===== src/rtl/task_sequencer.sv =====
// rtl/task_sequencer.sv - experiment scheduler: optional SPI config pass, then N task runs with idle gaps
// Optional per-step watchdog enabled by defining SEQ_WATCHDOG_EN.
module task_sequencer #(
  parameter int CNT_W = 16,
  parameter int GAP_W = 32,
  parameter int TO_W  = 32
) (
  input  logic             clk,
  input  logic             rst,
  input  logic             start,
  input  logic             abort,
  input  logic             cfg_en_config,
  input  logic [CNT_W-1:0] cfg_nrun,
  input  logic [GAP_W-1:0] cfg_tgap,
  input  logic [TO_W-1:0]  cfg_timeout,
  input  logic             done_spi,
  input  logic             done_task,
  output logic             trigger_config,
  output logic             trigger_task,
  output logic             busy,
  output logic             done,
  output logic             error,
  output logic [CNT_W-1:0] run_cnt,
  output logic [2:0]       state
);

  localparam logic [2:0] S_IDLE = 3'd0;
  localparam logic [2:0] S_CFG  = 3'd1;
  localparam logic [2:0] S_RUN  = 3'd2;
  localparam logic [2:0] S_GAP  = 3'd3;
  localparam logic [2:0] S_FIN  = 3'd4;
  localparam logic [2:0] S_ERR  = 3'd5;

  logic [2:0]       state_q, state_d;
  logic             trig_cfg_q, trig_cfg_d;
  logic             trig_task_q, trig_task_d;
  logic             rearm_q, rearm_d;
  logic             error_q, error_d;
  logic [CNT_W-1:0] run_cnt_q, run_cnt_d;
  logic [GAP_W-1:0] gap_q, gap_d;
  logic [CNT_W-1:0] nrun_q;
  logic [GAP_W-1:0] tgap_q;
  logic             done_spi_q, done_task_q;

  logic             rise_spi, rise_task, accept;
  logic [CNT_W-1:0] run_next;

  assign rise_spi  = done_spi & ~done_spi_q;
  assign rise_task = done_task & ~done_task_q;
  assign accept    = (state_q == S_IDLE) && start && !abort;
  assign run_next  = (run_cnt_q == '1) ? run_cnt_q : run_cnt_q + CNT_W'(1);

`ifdef SEQ_WATCHDOG_EN
  logic [TO_W-1:0] tout_q, wd_q, wd_d;
  logic            wd_expire;

  assign wd_expire = (tout_q != '0) && ((wd_q + TO_W'(1)) == tout_q);

  // Counter restarts on every CFG/RUN entry, including a zero-gap RUN re-entry.
  always_comb begin
    wd_d = '0;
    if ((state_d == S_CFG || state_d == S_RUN) && state_d == state_q && !rearm_d)
      wd_d = wd_q + TO_W'(1);
  end

  always_ff @(posedge clk or negedge rst) begin
    if (!rst) begin
      tout_q <= '0;
      wd_q   <= '0;
    end else begin
      wd_q <= wd_d;
      if (accept) tout_q <= cfg_timeout;
    end
  end
`else
  logic wd_expire;
  logic unused_timeout;
  assign wd_expire      = 1'b0;
  assign unused_timeout = ^cfg_timeout;
`endif

  always_comb begin
    state_d     = state_q;
    trig_cfg_d  = 1'b0;
    trig_task_d = 1'b0;
    rearm_d     = 1'b0;
    error_d     = error_q;
    run_cnt_d   = run_cnt_q;
    gap_d       = gap_q;
    case (state_q)
      S_IDLE: if (accept) begin
        error_d   = 1'b0;
        run_cnt_d = '0;
        if (cfg_en_config) begin
          state_d    = S_CFG;
          trig_cfg_d = 1'b1;
        end else if (cfg_nrun != '0) begin
          state_d     = S_RUN;
          trig_task_d = 1'b1;
        end else begin
          state_d = S_FIN;
        end
      end
      S_CFG: begin
        if (abort) state_d = S_IDLE;
        else if (rise_spi) begin
          if (nrun_q != '0) begin
            state_d     = S_RUN;
            trig_task_d = 1'b1;
          end else begin
            state_d = S_FIN;
          end
        end else if (wd_expire) begin
          state_d = S_ERR;
          error_d = 1'b1;
        end
      end
      S_RUN: begin
        if (abort) state_d = S_IDLE;
        else if (rise_task) begin
          run_cnt_d = run_next;
          if (run_next == nrun_q) state_d = S_FIN;
          else if (tgap_q != '0) begin
            state_d = S_GAP;
            gap_d   = tgap_q - GAP_W'(1);
          end else begin
            rearm_d = 1'b1;
          end
        end else if (wd_expire) begin
          state_d = S_ERR;
          error_d = 1'b1;
        end else begin
          trig_task_d = rearm_q;
        end
      end
      S_GAP: begin
        if (abort) state_d = S_IDLE;
        else if (gap_q == '0) begin
          state_d     = S_RUN;
          trig_task_d = 1'b1;
        end else begin
          gap_d = gap_q - GAP_W'(1);
        end
      end
      S_FIN:   state_d = S_IDLE;
      S_ERR:   state_d = S_IDLE;
      default: state_d = S_IDLE;
    endcase
  end

  always_ff @(posedge clk or negedge rst) begin
    if (!rst) begin
      state_q     <= S_IDLE;
      trig_cfg_q  <= 1'b0;
      trig_task_q <= 1'b0;
      rearm_q     <= 1'b0;
      error_q     <= 1'b0;
      run_cnt_q   <= '0;
      gap_q       <= '0;
      nrun_q      <= '0;
      tgap_q      <= '0;
      done_spi_q  <= 1'b0;
      done_task_q <= 1'b0;
    end else begin
      state_q     <= state_d;
      trig_cfg_q  <= trig_cfg_d;
      trig_task_q <= trig_task_d;
      rearm_q     <= rearm_d;
      error_q     <= error_d;
      run_cnt_q   <= run_cnt_d;
      gap_q       <= gap_d;
      done_spi_q  <= done_spi;
      done_task_q <= done_task;
      if (accept) begin
        nrun_q <= cfg_nrun;
        tgap_q <= cfg_tgap;
      end
    end
  end

  // An abort arriving in FIN suppresses the completion pulse.
  assign done           = (state_q == S_FIN) && !abort;
  assign busy           = (state_q != S_IDLE);
  assign trigger_config = trig_cfg_q;
  assign trigger_task   = trig_task_q;
  assign error          = error_q;
  assign run_cnt        = run_cnt_q;
  assign state          = state_q;

endmodule


===== config.mk =====
export PLATFORM = sky130hd
export DESIGN_NAME = task_sequencer
export DESIGN_NICKNAME = d
export VERILOG_FILES = /design/src/rtl/task_sequencer.sv
export SDC_FILE = /design/constraint.sdc
export NUM_CORES = 1
export LEC_CHECK = 0
export CORE_AREA = 2 2 117 119
export CTS_CLUSTER_DIAMETER = 60
export DETAILED_ROUTE_END_ITERATION = 7
export DIE_AREA = 0 0 119 121
export PLACE_DENSITY = 0.8
export SKIP_LAST_GASP = 1
export SYNTH_ARGS = -nofsm -noshare
export SYNTH_HDL_FRONTEND = slang
export SYNTH_SLANG_ARGS = --single-unit

===== constraint.sdc =====
create_clock -name clk -period 13.49 [get_ports clk]
set_input_delay 3.3725 -clock clk [delete_from_list [all_inputs] [get_ports clk]]
set_output_delay 3.3725 -clock clk [all_outputs]
set_load 0.02 [all_outputs]

-- Word-level counts from Yosys, hierarchy flattened
Index checks and enable logic that the tools add are counted.
- bits of input ports: 87
- register bits after elaboration: 104
- $add $sub $neg: 3
- equal/unequal tests: 17
- bitwise gates (word level): 4
- reduce and logical (&&, ||, !) cells: 15
- mux-type cells: 44
- operators with widths (kind ; number):
    two-way mux 32 bit ; 6
    two-way mux 16 bit ; 4
    case mux 32 bit (2 select lines) ; 1
    subtractor 32 x 1 -> 32 bit (second input constant) ; 2
    two-way mux 3 bit ; 12
    zero test 32 bit ; 1
    case mux 16 bit (2 select lines) ; 1
    nonzero test 16 bit ; 2
    nonzero test 32 bit ; 1
    two-way mux 1 bit ; 18
    adder 16 x 1 -> 16 bit (second input constant) ; 1
    == test 16 bit ; 1
    == test 16 bit (second input constant) ; 1
    != test 2 bit (second input constant) ; 7
    case mux 3 bit (4 select lines) ; 1
    != test 3 bit (second input constant) ; 3
    AND reduction 7 bit ; 1
    == test 3 x 2 -> 1 bit (second input constant) ; 2
    AND reduction 5 bit ; 1
    != test 4 bit (second input constant) ; 1
    case mux 1 bit (4 select lines) ; 1
    AND reduction 4 bit ; 1
    nonzero test 2 bit ; 2
    == test 3 x 1 -> 1 bit (second input constant) ; 1
    other kinds (7) ; 11

-- Longest topological paths before layout
- word-level depth: 7
- depth in mapped cells: 16
- gate-level depth less buffers: 11

-- Worst setup path after synthesis
OpenSTA, ideal clock, no wires.
- path type: input to output
- start point: in abort
- end point: out done
- path buffers: 1
- data arrival time: 4.295 ns
- data required time: 10.118 ns
- slack: 5.822 ns
- stages on the path: 2
- cells stage by stage: clkbuf_1 > nor4b_1
- cells in the longest elaborated chain, start to end: 2
- ends and longest elaborated chain (what ; line ; text):
    start, declared ; 11 ; input logic abort,
    zero test 1 bit ; 182 ; assign done = (state_q == S_FIN) && !abort;
    logical AND 1 bit ; 182 ;
    end, declared ; 21 ; output logic done,
Every way passes these cells.

-- Final worst setup path
Ends and elaborated chain as after synthesis.

==> metrics.cfg <==
[timing]
rsz0062_at_grt = false
min_period_ps = 8696
fin_setup_tns_ps = 0
hold_violations = 0
tightest_slew_ps = 1079
fmax_ghz = 0.1150
post-route-period-util = 0.6446
drv_slew = 0
timing.slew.headroom = 0.2779
finalClockSkew_ps = 9.524
setup_viol = 0
layout_setup_ws_ps = 4794

[clocking]
clkLatencyLatePin_ps = 360
cts-root-buf = clkbuf_16
cts_sinks = 104
htreeDepth = 3
clk_path_buf_depth = 2
clk_pin_slew_ps = 70
hold_buffers = 0
post_cts_buffers = 0
cts_tree = built
cts_resized = 0
cts_inserted_buffers = 9

[die]
start_util = 0.5400
die_h_um = 121
io_pins = 111
core_area_um2 = 13090
fp-row-count = 42
dieWidth_um = 119
die_area_um2 = 14400

[global_route]
grt_start_max_net_pins = 75
grt_pass1_vias = 6448
overflow = 0
grt_pass1_wl_mm = 32.92
grt.total_usage = 0.2837
antenna_found_initial = 0

[power_and_ir_drop]
power.density_nw_per_um2 = 196.3
switching_share = 0.4201
p_comb_frac = 0.426
vdd_drop_max_uv = 119.5
p_leak_nw = 3.095
clkPwrFrac = 0.185
p_sw_mw = 0.6745
internal-power_mw = 0.9311
seqPwrFrac = 0.389

[detailed_routing]
drt_wl_total_mm = 19.93
wl_per_cell_um = 19.70
first_pass_iters = 6
viasPerCell = 6.704
drc = 0
drtIter0Drc = 817
vias = 6784
antenna_left = 0

[critical_path]
crit_required_ps = 10120
worst-path-max-fanout = 14
r2r_start = state[0]
cp-start-kind = input port
worstPathArrival_ps = 5320
ff2ff_path_depth = 9
end_kind = output port
path_class = in -> out
cp-startpoint = abort

[placement]
gp_congestion = 0.9731
dp_hpwl_mm = 13.78
numPortBuffers = 77
dp_slack_ps = 4868

[logic_synthesis]
synth_largest_area_cell = dfrtp_1
synthArstFlopShare = 1.000
synth_edf_count = 0
synth_area_leaders = dfrtp_1, mux2_2, a21oi_1
synth_commonest_cells = dfrtp_1, nand2_1, mux2_2, a21oi_1, nor2_1
syn-cell-area_um2 = 7066
yosys_warnings = 0
avgSynthCellArea_um2 = 8.932
yosys_register_bits = 104
yosys.cell_count.top_type = dfrtp_1
synth_seq_area_share = 0.3683
synth_ff_type = dfrtp_1
postSynthNetCount = 880
synthDistinctLibCells = 75
netlist.area_leader.share = 0.3683
syn_inst = 791

[hold_path]
min_from = gap_q[15]
min_path_cells = 1
hold_path.class = reg -> reg

[layout]
area_delta_synth_final_pct = 15.74
n_fill_cell = 1057
final_nets = 920
drive_gt1_frac = 0.1280
diodes = 0
final_util = 0.6250

[job]
drv_cap = 0

[outcome]
outcome = finished clean

==> routing by layer <==
| metal | track usage | up-vias | wire length, um |
|---|---|---|---|
| li1 | - | 3090 | - |
| met3 | 0.04605 | 59 | 1233 |
| met1 | 0.3755 | 3283 | 8437 |
| met4 | 0.1131 | 0 | 573 |
| met5 | 0 | - | 0 |
| met2 | 0.4662 | 352 | 9688 |
==> power by group through the flow <==
| stage | clock network, mW | logic [mW] | registers, mW |
|---|---|---|---|
| CTS | 0.299 | 0.677 | 0.618 |
| finish | 0.296 | 0.684 | 0.625 |
| global placement | 0 | 0.641 | 0.613 |
| floorplan | 0 | 0.523 | 0.573 |
| global route | 0.311 | 0.759 | 0.645 |
| detailed placement | 0 | 0.672 | 0.622 |
==> per-stage QoR <==
step | hold WS, ps | cells | power (mW) | area [um^2]
after CTS | 496.1 | 1012 | 1.594 | 8178
after floorplan | 457.4 | 791 | 1.096 | 7066
after global routing | 511.0 | 1012 | 1.715 | 8178
after detailed placement | 475.4 | 996 | 1.294 | 7849
final | 506.4 | 1012 | 1.606 | 8178
after global placement | 475.3 | 996 | 1.254 | 7849
==> worst max-delay path, stage by stage <==
cell             delay [ps]
clkdlybuf4s50_1         670
nor4b_1                 570
clkdlybuf4s50_1         710
==> cell usage in the layout, fill, tap and decap left out, types with 21 or more instances in the layout <==
| master | count |
|---|---|
| dfrtp_1 | 104 |
| clkdlybuf4s50_1 | 76 |
| nand2_1 | 73 |
| mux2_2 | 58 |
| a21oi_1 | 57 |
| nor2_1 | 43 |
| nor3_1 | 38 |
| a31oi_1 | 33 |
| o21ai_0 | 29 |
| nand3_1 | 25 |
| nor4_1 | 24 |
| nand4_1 | 22 |
| mux2i_1 | 21 |
==> worst paths after layout <==
kind                             end  slack [ps]
max                             done        4790
min                        gap_q[15]         510
max reg2reg                gap_q[31]        9290
min reg2reg                gap_q[15]         510
max in group asynchronous  tgap_q[6]        9230
min in group asynchronous  gap_q[25]        2980
==> state kept, by name, summed over array words and instances, names as in the netlist, 3 cells and up <==
name / count
state: 3
tgap_q: 32
run_cnt: 16
nrun_q: 16
gap_q: 32
==> area by class of cell <==
class | count | area (um^2) | share of cell area
multi-input cells | 624 | 4183 | 0.5115
flip-flops and latches | 104 | 2603 | 0.3182
repair buffers | 82 | 805.8 | 0.09853
clock buffers | 10 | 239.0 | 0.02922
well taps | 176 | 220.2 | 0.02693
clock inverters | 6 | 90.09 | 0.01102
inverters | 10 | 37.54 | 0.004590
==> cell families after synthesis <==
group,share of synthesized area
simple gates,0.2376
fa+ha+maj,0.003541
compound gates,0.1939
mux,0.1307
other cells,0.0005307
flops,0.3683
buf+inv,0.04179
xor+xnor,0.02355
Note: power is estimated with default switching activity, not from simulation.
